`src/rtl/ifetch_ctrl.sv`:
```
// Instruction-fetch sequencer: owns the PC, fills a 2-entry prefetch buffer, and hands {pc, instr} to decode.
// Define IFETCH_PERF_CNT_EN to add saturating push and stall counters.
module ifetch_ctrl #(
  parameter int unsigned PC_W      = 8,
  parameter int unsigned MEM_WORDS = 64,
  parameter logic [PC_W-1:0] BOOT_ADDR = '0
) (
  input  logic            clk,
  input  logic            reset,
  input  logic            start,
  input  logic            stall,
  input  logic            redirect_valid,
  input  logic [PC_W-1:0] redirect_pc,
  output logic [PC_W-1:0] imem_pc,
  input  logic [31:0]     imem_instr,
  output logic            if_valid,
  input  logic            if_ready,
  output logic [PC_W-1:0] if_pc,
  output logic [31:0]     if_instr,
`ifdef IFETCH_PERF_CNT_EN
  output logic [15:0]     perf_fetch_cnt,
  output logic [15:0]     perf_stall_cnt,
`endif
  output logic            busy,
  output logic            done
);

  typedef enum logic [1:0] {IDLE, RUN, DONE} state_e;

  localparam logic [PC_W-1:0] LAST_PC = PC_W'(4 * (MEM_WORDS - 1));

  state_e            state_q, state_d;
  logic [PC_W-1:0]   pc_q, pc_d;
  logic [1:0]        count_q, count_d;
  logic [PC_W-1:0]   ent0_pc_q, ent0_pc_d, ent1_pc_q, ent1_pc_d;
  logic [31:0]       ent0_instr_q, ent0_instr_d, ent1_instr_q, ent1_instr_d;
  logic              push, pop;
  logic [1:0]        wr_pos;

  assign pop  = if_valid && if_ready;
  assign push = (state_q == RUN) && !redirect_valid && !stall && ((count_q < 2'd2) || pop);
  // Tail slot after this cycle's pop has shifted entry 1 into the head.
  assign wr_pos = count_q - {1'b0, pop};

  // NOTE: every signal gets a default at the top of the always_comb, so no path leaves it unassigned and no latch is inferred.
  always_comb begin
    state_d      = state_q;
    pc_d         = pc_q;
    count_d      = count_q;
    ent0_pc_d    = ent0_pc_q;
    ent0_instr_d = ent0_instr_q;
    ent1_pc_d    = ent1_pc_q;
    ent1_instr_d = ent1_instr_q;

    if (redirect_valid && (state_q != IDLE)) begin
      count_d = 2'd0;
      pc_d    = {redirect_pc[PC_W-1:2], 2'b00};
      state_d = RUN;
    end else begin
      if (state_q == IDLE && start) begin
        pc_d    = BOOT_ADDR;
        state_d = RUN;
      end
      if (pop) begin
        ent0_pc_d    = ent1_pc_q;
        ent0_instr_d = ent1_instr_q;
      end
      if (push) begin
        if (wr_pos == 2'd0) begin
          ent0_pc_d    = pc_q;
          ent0_instr_d = imem_instr;
        end else begin
          ent1_pc_d    = pc_q;
          ent1_instr_d = imem_instr;
        end
        if (pc_q == LAST_PC) state_d = DONE;
        else                 pc_d    = pc_q + PC_W'(4);
      end
      count_d = count_q + {1'b0, push} - {1'b0, pop};
    end
  end

  // NOTE: state registers use non-blocking assignments so every flop samples the pre-edge values.
  // NOTE: buffer entries are reset as well because they drive if_pc/if_instr, which must read 0 out of reset.
  always_ff @(posedge clk or posedge reset) begin
    if (reset) begin
      state_q      <= IDLE;
      pc_q         <= '0;
      count_q      <= 2'd0;
      ent0_pc_q    <= '0;
      ent0_instr_q <= '0;
      ent1_pc_q    <= '0;
      ent1_instr_q <= '0;
    end else begin
      state_q      <= state_d;
      pc_q         <= pc_d;
      count_q      <= count_d;
      ent0_pc_q    <= ent0_pc_d;
      ent0_instr_q <= ent0_instr_d;
      ent1_pc_q    <= ent1_pc_d;
      ent1_instr_q <= ent1_instr_d;
    end
  end

  assign imem_pc  = pc_q;
  assign if_valid = (count_q != 2'd0);
  assign if_pc    = ent0_pc_q;
  assign if_instr = ent0_instr_q;
  assign busy     = (state_q == RUN);
  assign done     = (state_q == DONE) && (count_q == 2'd0);

`ifdef IFETCH_PERF_CNT_EN
  logic [15:0] fetch_cnt_q, fetch_cnt_d, stall_cnt_q, stall_cnt_d;
  logic        clr_cnt;

  assign clr_cnt = (state_q == IDLE) && start;

  always_comb begin
    fetch_cnt_d = fetch_cnt_q;
    stall_cnt_d = stall_cnt_q;
    if (clr_cnt) begin
      fetch_cnt_d = '0;
      stall_cnt_d = '0;
    end else begin
      if (push && fetch_cnt_q != 16'hFFFF) fetch_cnt_d = fetch_cnt_q + 16'd1;
      if ((state_q == RUN) && (stall || count_q == 2'd2) && stall_cnt_q != 16'hFFFF)
        stall_cnt_d = stall_cnt_q + 16'd1;
    end
  end

  always_ff @(posedge clk or posedge reset) begin
    if (reset) begin
      fetch_cnt_q <= '0;
      stall_cnt_q <= '0;
    end else begin
      fetch_cnt_q <= fetch_cnt_d;
      stall_cnt_q <= stall_cnt_d;
    end
  end

  assign perf_fetch_cnt = fetch_cnt_q;
  assign perf_stall_cnt = stall_cnt_q;
`endif

endmodule

```
`config.mk`:
```
export PLATFORM = sky130hd
export DESIGN_NAME = ifetch_ctrl
export DESIGN_NICKNAME = d
export VERILOG_FILES = /design/src/rtl/ifetch_ctrl.sv
export SDC_FILE = /design/constraint.sdc
export NUM_CORES = 1
export LEC_CHECK = 0
export ABC_AREA = 1
export CAP_MARGIN = 20
export CORE_MARGIN = 4
export CORE_UTILIZATION = 53
export CTS_BUF_LIST = sky130_fd_sc_hd__clkbuf_8
export DETAILED_ROUTE_END_ITERATION = 6
export GPL_TIMING_DRIVEN = 1
export PLACE_DENSITY = 0.81
export REMOVE_ABC_BUFFERS = 1
export SETUP_SLACK_MARGIN = 0.4
export SYNTH_ARGS = -nofsm -noshare
export SYNTH_HDL_FRONTEND = slang
export SYNTH_SLANG_ARGS = --single-unit
```
`constraint.sdc`:
```
create_clock -name clk -period 4.3 [get_ports clk]
set_input_delay 1.29 -clock clk [delete_from_list [all_inputs] [get_ports clk]]
set_output_delay 1.29 -clock clk [all_outputs]
set_load 0.01 [all_outputs]
```
==> metrics.txt, run 1 <==
status=finished clean; Synth Area in Simple Gates=around a third; largest cells by area after synthesis=dfrtp_1 50%, nand2_1 22%, nand3_1 9.9%; Hold EP=ent1_instr_q[4]; Reg clk slew, reported paths=around 0.090 ns; setup tns final=0 ns; FP Rows=33; nets=749; arrival time at the worst endpoint=between 1.5 and 2 ns; post-DP HPWL=7.29 mm; Die Ht=around 100 µm; Startpoint Class=flop; syn_area_per_cell=7.41 µm²; worst hold start=ent1_instr_q[4]; first-iteration detailed-routing DRC count=290; Worst Reg-to-Reg Cells=5; Final Critical Period=roughly 3 ns; mux contribution to synthesized area=0%; global route overflow=0; Syn Inst Count=around 620; largest family of logic cells by synthesized area=simple AND/OR/NAND/NOR gates; vias=about 4,300; Syn. warnings=0; Final Slew Violations=0; Critical R2R Launch=count_q[0]; Final Wtd Congestion=about 0.83; vias per std cell=5.35; Worst-Margin Slew=between 0.9 and 1 ns; CTS tree=built; final core area utilization=slightly below 70%; share of layout cells above drive strength 1=under 10%; IO buf count=94; Post-Synth Adder-Cell Area=less than 1%; filler instances=just under 700; sequential-to-total area share from yosys stat=around half; drt wl/cell=between 10 and 15 µm; n_diodes=0; Worst path max stage delay=0.57 ns; root buffer cell=clkbuf_8; fmax=around 320 MHz; largest area contributor in the synthesized netlist=dfrtp_1; Synth Area in Compound Gates=about 5.4%; max-cap viol count=0; flops & latches, synth=slightly above 90; Max-slew headroom=37.7%; post-synthesis xor/xnor area fraction=less than 1%; area share of the largest cell type after synthesis=between 40% and 50%; Worst-Skew Late Latency=between 0.3 and 0.4 ns; setup bufs post-CTS=0; Worst EP required=about 3.0 ns; DIE WIDTH=slightly above 100 µm; routed wire length=about 12 mm; Hold WC Path Type=reg -> reg; largest net degree at the start of global routing=about 80; final number of setup-violating endpoints=0; crit path from=count_q[1]; cts hold-fix bufs=0; PwrDens=between 600 and 700 mW/mm²; Core ar.=~0.0083 mm²; fin crit share=a little under three quarters; Layout area overhead=24.6%; RSZ-0062 raised after global routing=no; Sink Count=roughly 90; Peak VDD IR=around 0.37 mV; total CTS buffers=9; H-tree lvl count=3; WHS Path Cells=2; Total GRT Usage=approximately a quarter; Ports=97; crit-path max FO=4; Worst Skew=~0.013 ns; Die ar.=between 0.01 and 0.015 mm²; First-pass DRT Iterations=5; Post-CTS Resized=0; clk buf depth=2; Post-Layout Inst Area=0.00576 mm²; # DRC=0; kind of critical path=reg -> out; worst r2r dst=ent1_instr_q[16]; vias in the first global route=about 4,300; Netlist Area Pre-Place=about 0.0046 mm²; Antenna Nets Post-Route=0; initial antenna violation count=0; Starting Density=~55%; Distinct cells, synth=27; CP Capture Type=primary output; flop-to-flop setup slack=between 2 and 2.5 ns; crit-path cells=or2_1 -> nor3_1 -> clkdlybuf4s50_1; placed cell areas=about 0.0056 mm²; first-pass GRT wire length=a little under 20 mm; static leakage=approximately 3 nW; slowest CP cell=clkdlybuf4s50_1; Hold Vio Cnt, Final=0
==> sequential cells by signal, summed over array words and instances (netlist names) <==
register,flops
ent1_pc_q,8
ent1_instr_q,32
imem_pc,8
state_q,2
if_pc,8
count_q,2
if_instr,32
==> worst max path at each step <==
stage | endpoint | slack (ns) | depth (start not counted)
2_1_floorplan | count_q[0] | 0.62 | 1
3_5_place_dp | ent1_instr_q[10] | 1.10 | 7
4_1_cts | done | 1.22 | 3
3_3_place_gp | ent1_instr_q[1] | 1.16 | 6
6_report | done | 1.22 | 3
5_1_grt | done | 1.15 | 3
==> power by group <==
| group | internal, mW | switching (mW) | total (mW) |
|---|---|---|---|
| registers | 1.20 | 0.248 | 1.45 |
| clock network | 0.284 | 0.306 | 0.590 |
| logic | 0.680 | 0.745 | 1.42 |
==> cell usage in the layout (no fill, tap or decap), types with 2 or more instances in the layout <==
master / n
nand2_4: 2
nor2_1: 22
nand2_2: 2
nand3_1: 91
o21ai_1: 16
clkinvlp_4: 2
clkinv_2: 2
clkbuf_8: 10
ha_1: 3
o21ai_0: 28
inv_4: 2
inv_2: 3
inv_1: 52
dfrtp_1: 92
clkdlybuf4s50_1: 94
a21oi_1: 4
nand2_1: 266
buf_4: 4
==> cells by family after synthesis <==
family,after synthesis
compound gates,49
xor+xnor,2
fa+ha+maj,3
buf+inv,91
flops,92
simple gates,387
==> critical path, delay by kind of cell, from the launching register on <==
| family | cells | cell delay (ns) |
|---|---|---|
| buffers and inverters | 1 | 0.57 |
| AND/OR/NAND/NOR | 2 | 0.45 |
| flip-flops | 1 | 0.42 |
==> Yosys cell counts <==
library cell  instances
buf_1                 2
xor2_1                1
nand2_1             267
ha_1                  3
buf_6                 4
dfrtp_1              92
nand3_1              91
inv_4                 1
inv_1                53
xnor2_1               1
nor2_1               22
a211oi_1              1
nand3_4               1
clkinv_2              1
nor2_4                1
o21ai_1              16
o21ai_0              28
buf_4                 1
clkbuf_2              4
nor3_1                1
a21oi_1               4
nand2_2               1
or2_1                 1
nand2_4               2
clkbuf_1              4
buf_2                19
inv_2                 2
==> area by class of cell <==
class,count,area [µm²],share of cell area (%)
timing repair buffer,99,991,17.2
clock buffer,10,138,2.39
tap,105,131,2.28
clock inverter,6,62.6,1.09
inverter,57,220,3.82
multi-input combinational,441,1910,33.2
sequential,92,2300,40.0
==> layer usage <==
| metal | routed length (µm) | global-route usage (%) | vias to the layer above |
|---|---|---|---|
| li1 | - | - | 2093 |
| met1 | 4970 | 30.9 | 2051 |
| met2 | 5760 | 40.1 | 173 |
| met3 | 885 | 3.58 | 13 |
| met4 | 134 | 8.18 | 0 |
| met5 | 0 | 0 | - |
==> per-stage QoR <==
step | hold WS [ns] | worst slack, ns | std cells | total power, mW
5_1_grt | 0.518 | 1.15 | 810 | 3.72
3_3_place_gp | 0.467 | 1.16 | 794 | 2.81
2_1_floorplan | 0.453 | 0.618 | 590 | 2.20
4_1_cts | 0.497 | 1.22 | 810 | 3.48
6_report | 0.493 | 1.22 | 810 | 3.46
3_5_place_dp | 0.474 | 1.10 | 794 | 2.89
Note: power is estimated with default switching activity, not from simulation.
==> inputs of run 2 (changes only) <==
clock period = 3.15 ns   (was 4.3 ns; I/O delays follow)
==> run 2 against run 1 <==
Global-route usage increased by 0.13 points. Register-to-register slack got worse by 1.1 ns. Combinational power up 38%. Highest routed layer unchanged.
==> metrics.txt, run 2 (same netlist as run 1, synthesis figures left out) <==
Worst-Skew Late Latency=about 0.35 ns; initial antenna violation count=0; Reg clk slew, reported paths=about 0.090 ns; IO buf count=94; setup slack after layout=roughly 0.63 ns; crit-path max FO=4; setup bufs post-CTS=0; vias in the first global route=between 4,000 and 5,000; most common cell after layout, fill and taps aside=nand2_1; Combinational Power Share=between 40% and 50%; Layout area overhead=26.8%; Starting Density=55.4%; P_int=3.04 mW; static leakage=3.04 nW; status=finished clean; DIE WIDTH=~100 µm; kind of critical path=reg -> out; setup tns final=0 ns; vias=4,335; Post-Layout Inst Area=0.00586 mm²; final number of setup-violating endpoints=0; clk buf depth=2; Peak VDD IR=roughly 0.48 mV; Worst EP required=between 2 and 2.5 ns; Tot Pwr=approximately 4.8 mW; PwrDens=818 mW/mm²; root buffer cell=clkbuf_8; fmax=slightly below 400 MHz; Die ar.=about 0.010 mm²; vias per std cell=5.32; first-iteration detailed-routing DRC count=around 270; largest net degree at the start of global routing=between 40 and 50; total CTS buffers=9; Worst Skew=just over 0.01 ns; CP Capture Type=primary output; routed wire length=11.7 mm; Final Slew Violations=0; H-tree lvl count=3; Core ar.=between 0.008 and 0.009 mm²; Worst-Margin Slew=between 0.5 and 0.6 ns; post-place setup slack=about 0.36 ns; max-cap viol count=0; cts hold-fix bufs=0; CTS tree=built; Hold WC Path Type=reg -> reg; Die Ht=slightly above 100 µm; arrival time at the worst endpoint=between 1.5 and 2 ns; Startpoint Class=flop; Sink Count=~90; first-pass GRT wire length=19.8 mm; First-pass DRT Iterations=5; drt wl/cell=14.3 µm; nets=755; Antenna Nets Post-Route=0; global route overflow=0; Flop pwr share=roughly 41%; Hold Vio Cnt, Final=0; FP Rows=33; most frequent cells in the layout=266 x nand2_1, 93 x clkdlybuf4s50_1, 92 x dfrtp_1, 91 x nand3_1, 52 x inv_1; P_sw=roughly 1.7 mW; Clk pwr share=between 10% and 20%; Total GRT Usage=around a quarter; Ports=just under 100; n_diodes=0; Max-slew headroom=approximately three fifths; placed cell areas=0.00564 mm²; RSZ-0062 raised after global routing=no; share of layout cells above drive strength 1=about 5.2%; # DRC=0; Sw Ratio=between 30% and 40%; post-DP HPWL=7.50 mm; Final Critical Period=2.52 ns; fin crit share=80.1%; Final Wtd Congestion=just over 0.8
run 2: changes by cell type in the layout (fill, tap and decap cells not counted):
cell,change
buf_12,+3
buf_4,+3
clkinvlp_4,-2
bufinv_16,+1
clkdlybuf4s50_1,-1
clkinv_4,+1
dlymetal6s2s_1,+1
inv_6,-1
run 2: what timing repair did:
| action | 4_1_cts | 5_1_grt |
|---|---|---|
| endpoints found under the hold margin | 0 | 0 |
| resized for setup | 0 | 1 |
| endpoints found under the setup margin | 0 | 1 |
run 2: critical path, cell delays in order (launching register included):
cell and delay, ns:
dfrtp_1 0.42, or2_1 0.30, clkdlybuf4s50_1 0.50
run 2: area by class of cell:
type / instances / area (µm²)
Clock buffer: 10 / 138
Clock inverter: 5 / 77.6
Fill cell: 665 / 2480
Inverter: 57 / 220
Multi-Input combinational cell: 441 / 1910
Sequential cell: 92 / 2300
Tap cell: 105 / 131
Timing Repair Buffer: 105 / 1080
run 2: stage by stage:
step	util, %	hold WS, ns	instances
after floorplan	-	0.453	590
after global routing	70.3	0.507	815
final	70.3	0.491	815
after CTS	70.2	0.494	815
after detailed placement	67.6	0.474	800
after global placement	67.6	0.467	800
run 2: path summary, 6_finish.rpt:
path                                     to  slack (ns)  cells past startpoint             start
max                                if_valid        0.63                      2        count_q[1]
min                        ent1_instr_q[13]        0.49                      2  ent1_instr_q[13]
max reg2reg                    if_instr[12]        1.38                     10        state_q[0]
min reg2reg                ent1_instr_q[13]        0.49                      2  ent1_instr_q[13]
max in group asynchronous      if_instr[16]        1.44                      3             reset
min in group asynchronous  ent1_instr_q[10]        1.01                      2             reset
run 2: metal layers:
| metal | global-route usage (%) | share of wire [%] | up-vias |
|---|---|---|---|
| met5 | 0 | 0 | - |
| met4 | 6.85 | 1.1 | 0 |
| met3 | 4.75 | 7.1 | 18 |
| met2 | 39.5 | 48 | 163 |
| met1 | 31.7 | 43 | 2047 |
| li1 | - | - | 2107 |
run 2: power by group through the flow:
stage / sequential, mW / combinational [mW] / clock, mW
2_1_floorplan: 2.03 / 0.973 / 0
3_3_place_gp: 1.96 / 1.89 / 0
3_5_place_dp: 1.99 / 1.96 / 0
4_1_cts: 1.97 / 1.97 / 0.872
5_1_grt: 2.03 / 2.20 / 0.921
6_report: 1.97 / 1.96 / 0.862
==> inputs of run 3 (changes only) <==
clock period = 2.5 ns   (was 3.15 ns; I/O delays follow)
==> run 3 against run 2 <==
Clock skew fell by 0.00075 ns. Die area stayed put. Critical path depth down 1. Non-clock buffer count up 16. Via count rose by 2.7%. Power grew 25%. Final cell count increased by 2.1%. Utilization grew 1.7 points. Cell area up 2.5%. Sequential share of layout area decreased by 0.93 points. Sequential cell count unchanged. Combinational power rose by 33%. Largest cell class unchanged. Largest power group is now combinational logic.
==> metrics.txt, run 3 (same netlist as run 1, synthesis figures left out) <==
status=finished clean; P_int=3.72 mW; slowest CP cell=clkdlybuf4s50_1; share of layout cells above drive strength 1=8.12%; setup tns final=0 ns; Worst-Margin Slew=0.481 ns; first-pass GRT wire length=slightly above 20 mm; static leakage=~3.2 nW; largest net degree at the start of global routing=between 40 and 50; most frequent cells in the layout=266 x nand2_1, 91 x nand3_1, 91 x dfrtp_1, 82 x clkdlybuf4s50_1, 52 x inv_1; fin crit share=approximately 83%; H-tree lvl count=3; crit-path cells=clkdlybuf4s50_1; DIE WIDTH=just over 100 µm; Max-slew headroom=about two thirds; Fin Hold WS=roughly 0.5 ns; Tot Pwr=between 5 and 6 mW; Flop pwr share=between 40% and 50%; Final Wtd Congestion=0.865; Final Slew Violations=0; root buffer cell=clkbuf_8; Clk pwr share=between 15 and 20%; most common cell after layout, fill and taps aside=nand2_1; final number of setup-violating endpoints=0; Final Critical Period=2.07 ns; Die ar.=between 0.01 and 0.015 mm²; Worst EP required=roughly 1.8 ns; n_diodes=0; first-iteration detailed-routing DRC count=between 200 and 250; RSZ-0062 raised after global routing=yes; vias in the first global route=about 4,400; max-cap viol count=0; worst r2r dst=count_q[1]; Worst Reg-to-Reg Cells=9; CP Capture Type=primary output; P_sw=between 2 and 2.5 mW; global route overflow=0; FP Rows=33; Starting Density=between 50% and 60%; Peak VDD IR=0.510 mV; cts hold-fix bufs=0; Core ar.=~0.0083 mm²; Antenna Nets Post-Route=0; WP depth=1; Worst path max stage delay=0.55 ns; initial antenna violation count=0; crit-path max FO=5; nets=~770; First-pass DRT Iterations=7; Sink Count=between 90 and 100; Die Ht=between 100 and 150 µm; Worst Skew=approximately 0.0094 ns; footprint of the multi-input gates=about 0.0019 mm²; post-DP HPWL=between 8 and 9 mm; IO buf count=94; Startpoint Class=flop; total CTS buffers=9; arrival time at the worst endpoint=between 1 and 1.5 ns; clk buf depth=2; drt wl/cell=approximately 15 µm; final core area utilization=72.0%; sequential cell area=between 0.002 and 0.0025 mm²; Buffers & Inverters on Critical Path=1; fmax=between 400 and 500 MHz; routed wire length=12.2 mm; Layout area overhead=29.9%; flop-to-flop setup slack=0.75 ns; Hold Vio Cnt, Final=0; Critical R2R Launch=count_q[1]; vias per std cell=about 5.3; Total GRT Usage=between 20% and 30%; Reg clk slew, reported paths=approximately 0.09 ns; crit path from=imem_pc[4]; Worst-Skew Late Latency=0.35 ns; vias=approximately 4,500; Hold WC Path Type=reg -> reg; PwrDens=999 mW/mm²; CTS tree=built; Combinational Power Share=43.5%; Critical Path Sink=imem_pc[4]; filler instances=around 630; Ports=97; CP top delay family=buffers and inverters; Sw Ratio=37.9%; kind of critical path=reg -> out; # DRC=0
## run 3: cell types whose count changed in the layout (fill, tap and decap cells not counted), sizes merged
cell and delta:
dlygate4sd2 +2, clkinvlp +3, buf +17, clkinv -1, inv +1, bufinv -2
dlymetal6s2s +8, clkdlybuf4s50 -11
## run 3: worst min-delay path by stage
| stage | to | from | slack, ns | depth (start not counted) |
|---|---|---|---|---|
| 6_report | ent1_instr_q[1] | ent1_instr_q[1] | 0.49 | 2 |
| 5_1_grt | ent1_pc_q[2] | ent1_pc_q[2] | 0.52 | 2 |
| 4_1_cts | ent1_instr_q[13] | ent1_instr_q[13] | 0.50 | 2 |
| 3_5_place_dp | ent1_pc_q[2] | ent1_pc_q[2] | 0.47 | 2 |
| 3_3_place_gp | ent1_instr_q[15] | ent1_instr_q[15] | 0.47 | 2 |
| 2_1_floorplan | ent1_instr_q[0] | ent1_instr_q[0] | 0.45 | 2 |
## run 3: area by class of cell
class | instances | share of cell area, %
sequential | 92 | 38.4
multi-input combinational | 441 | 32.1
timing repair buffer | 121 | 20.8
inverter | 57 | 3.67
clock buffer | 10 | 2.29
tap | 105 | 2.19
clock inverter | 6 | 0.667
## run 3: worst register-to-register path, stage by stage (launching register included)
cell and delay [ns]:
dfrtp_1 0.40, buf_4 0.14, buf_4 0.14, nand2_1 0.11, nand3_4 0.13, ha_1 0.31, inv_1 0.04, ha_1 0.17
xor2_1 0.16, nor2_1 0.06
## run 3: metal layers
metal	global-route usage (%)	wire (µm)
met1	33.1	5170
met2	41.3	6150
met3	3.99	845
met4	6.34	87
met5	0	0
## run 3: power by group through the flow
stage          combinational (mW)  clock, mW  sequential, mW
4_1_cts                      2.56      0.935            2.47
3_5_place_dp                 2.54          0            2.50
5_1_grt                      2.91      0.995            2.55
2_1_floorplan                1.23          0            2.56
6_report                     2.61      0.916            2.47
3_3_place_gp                 2.45          0            2.47
## run 3: per-stage QoR
stage,cell area [µm²],cells,worst slack [ns]
after detailed placement,5720,806,0.113
after CTS,5920,824,0.293
after global routing,6000,832,0.382
final,6000,832,0.426
after floorplan,4430,590,-0.642
after global placement,5720,806,0.152
## run 3: what timing repair did
| item | CTS | global route |
|---|---|---|
| setup buffers | 2 | 8 |
| resized for setup | 6 | 13 |
| setup endpoints to repair | 5 | 21 |
| pin swaps | 0 | 1 |
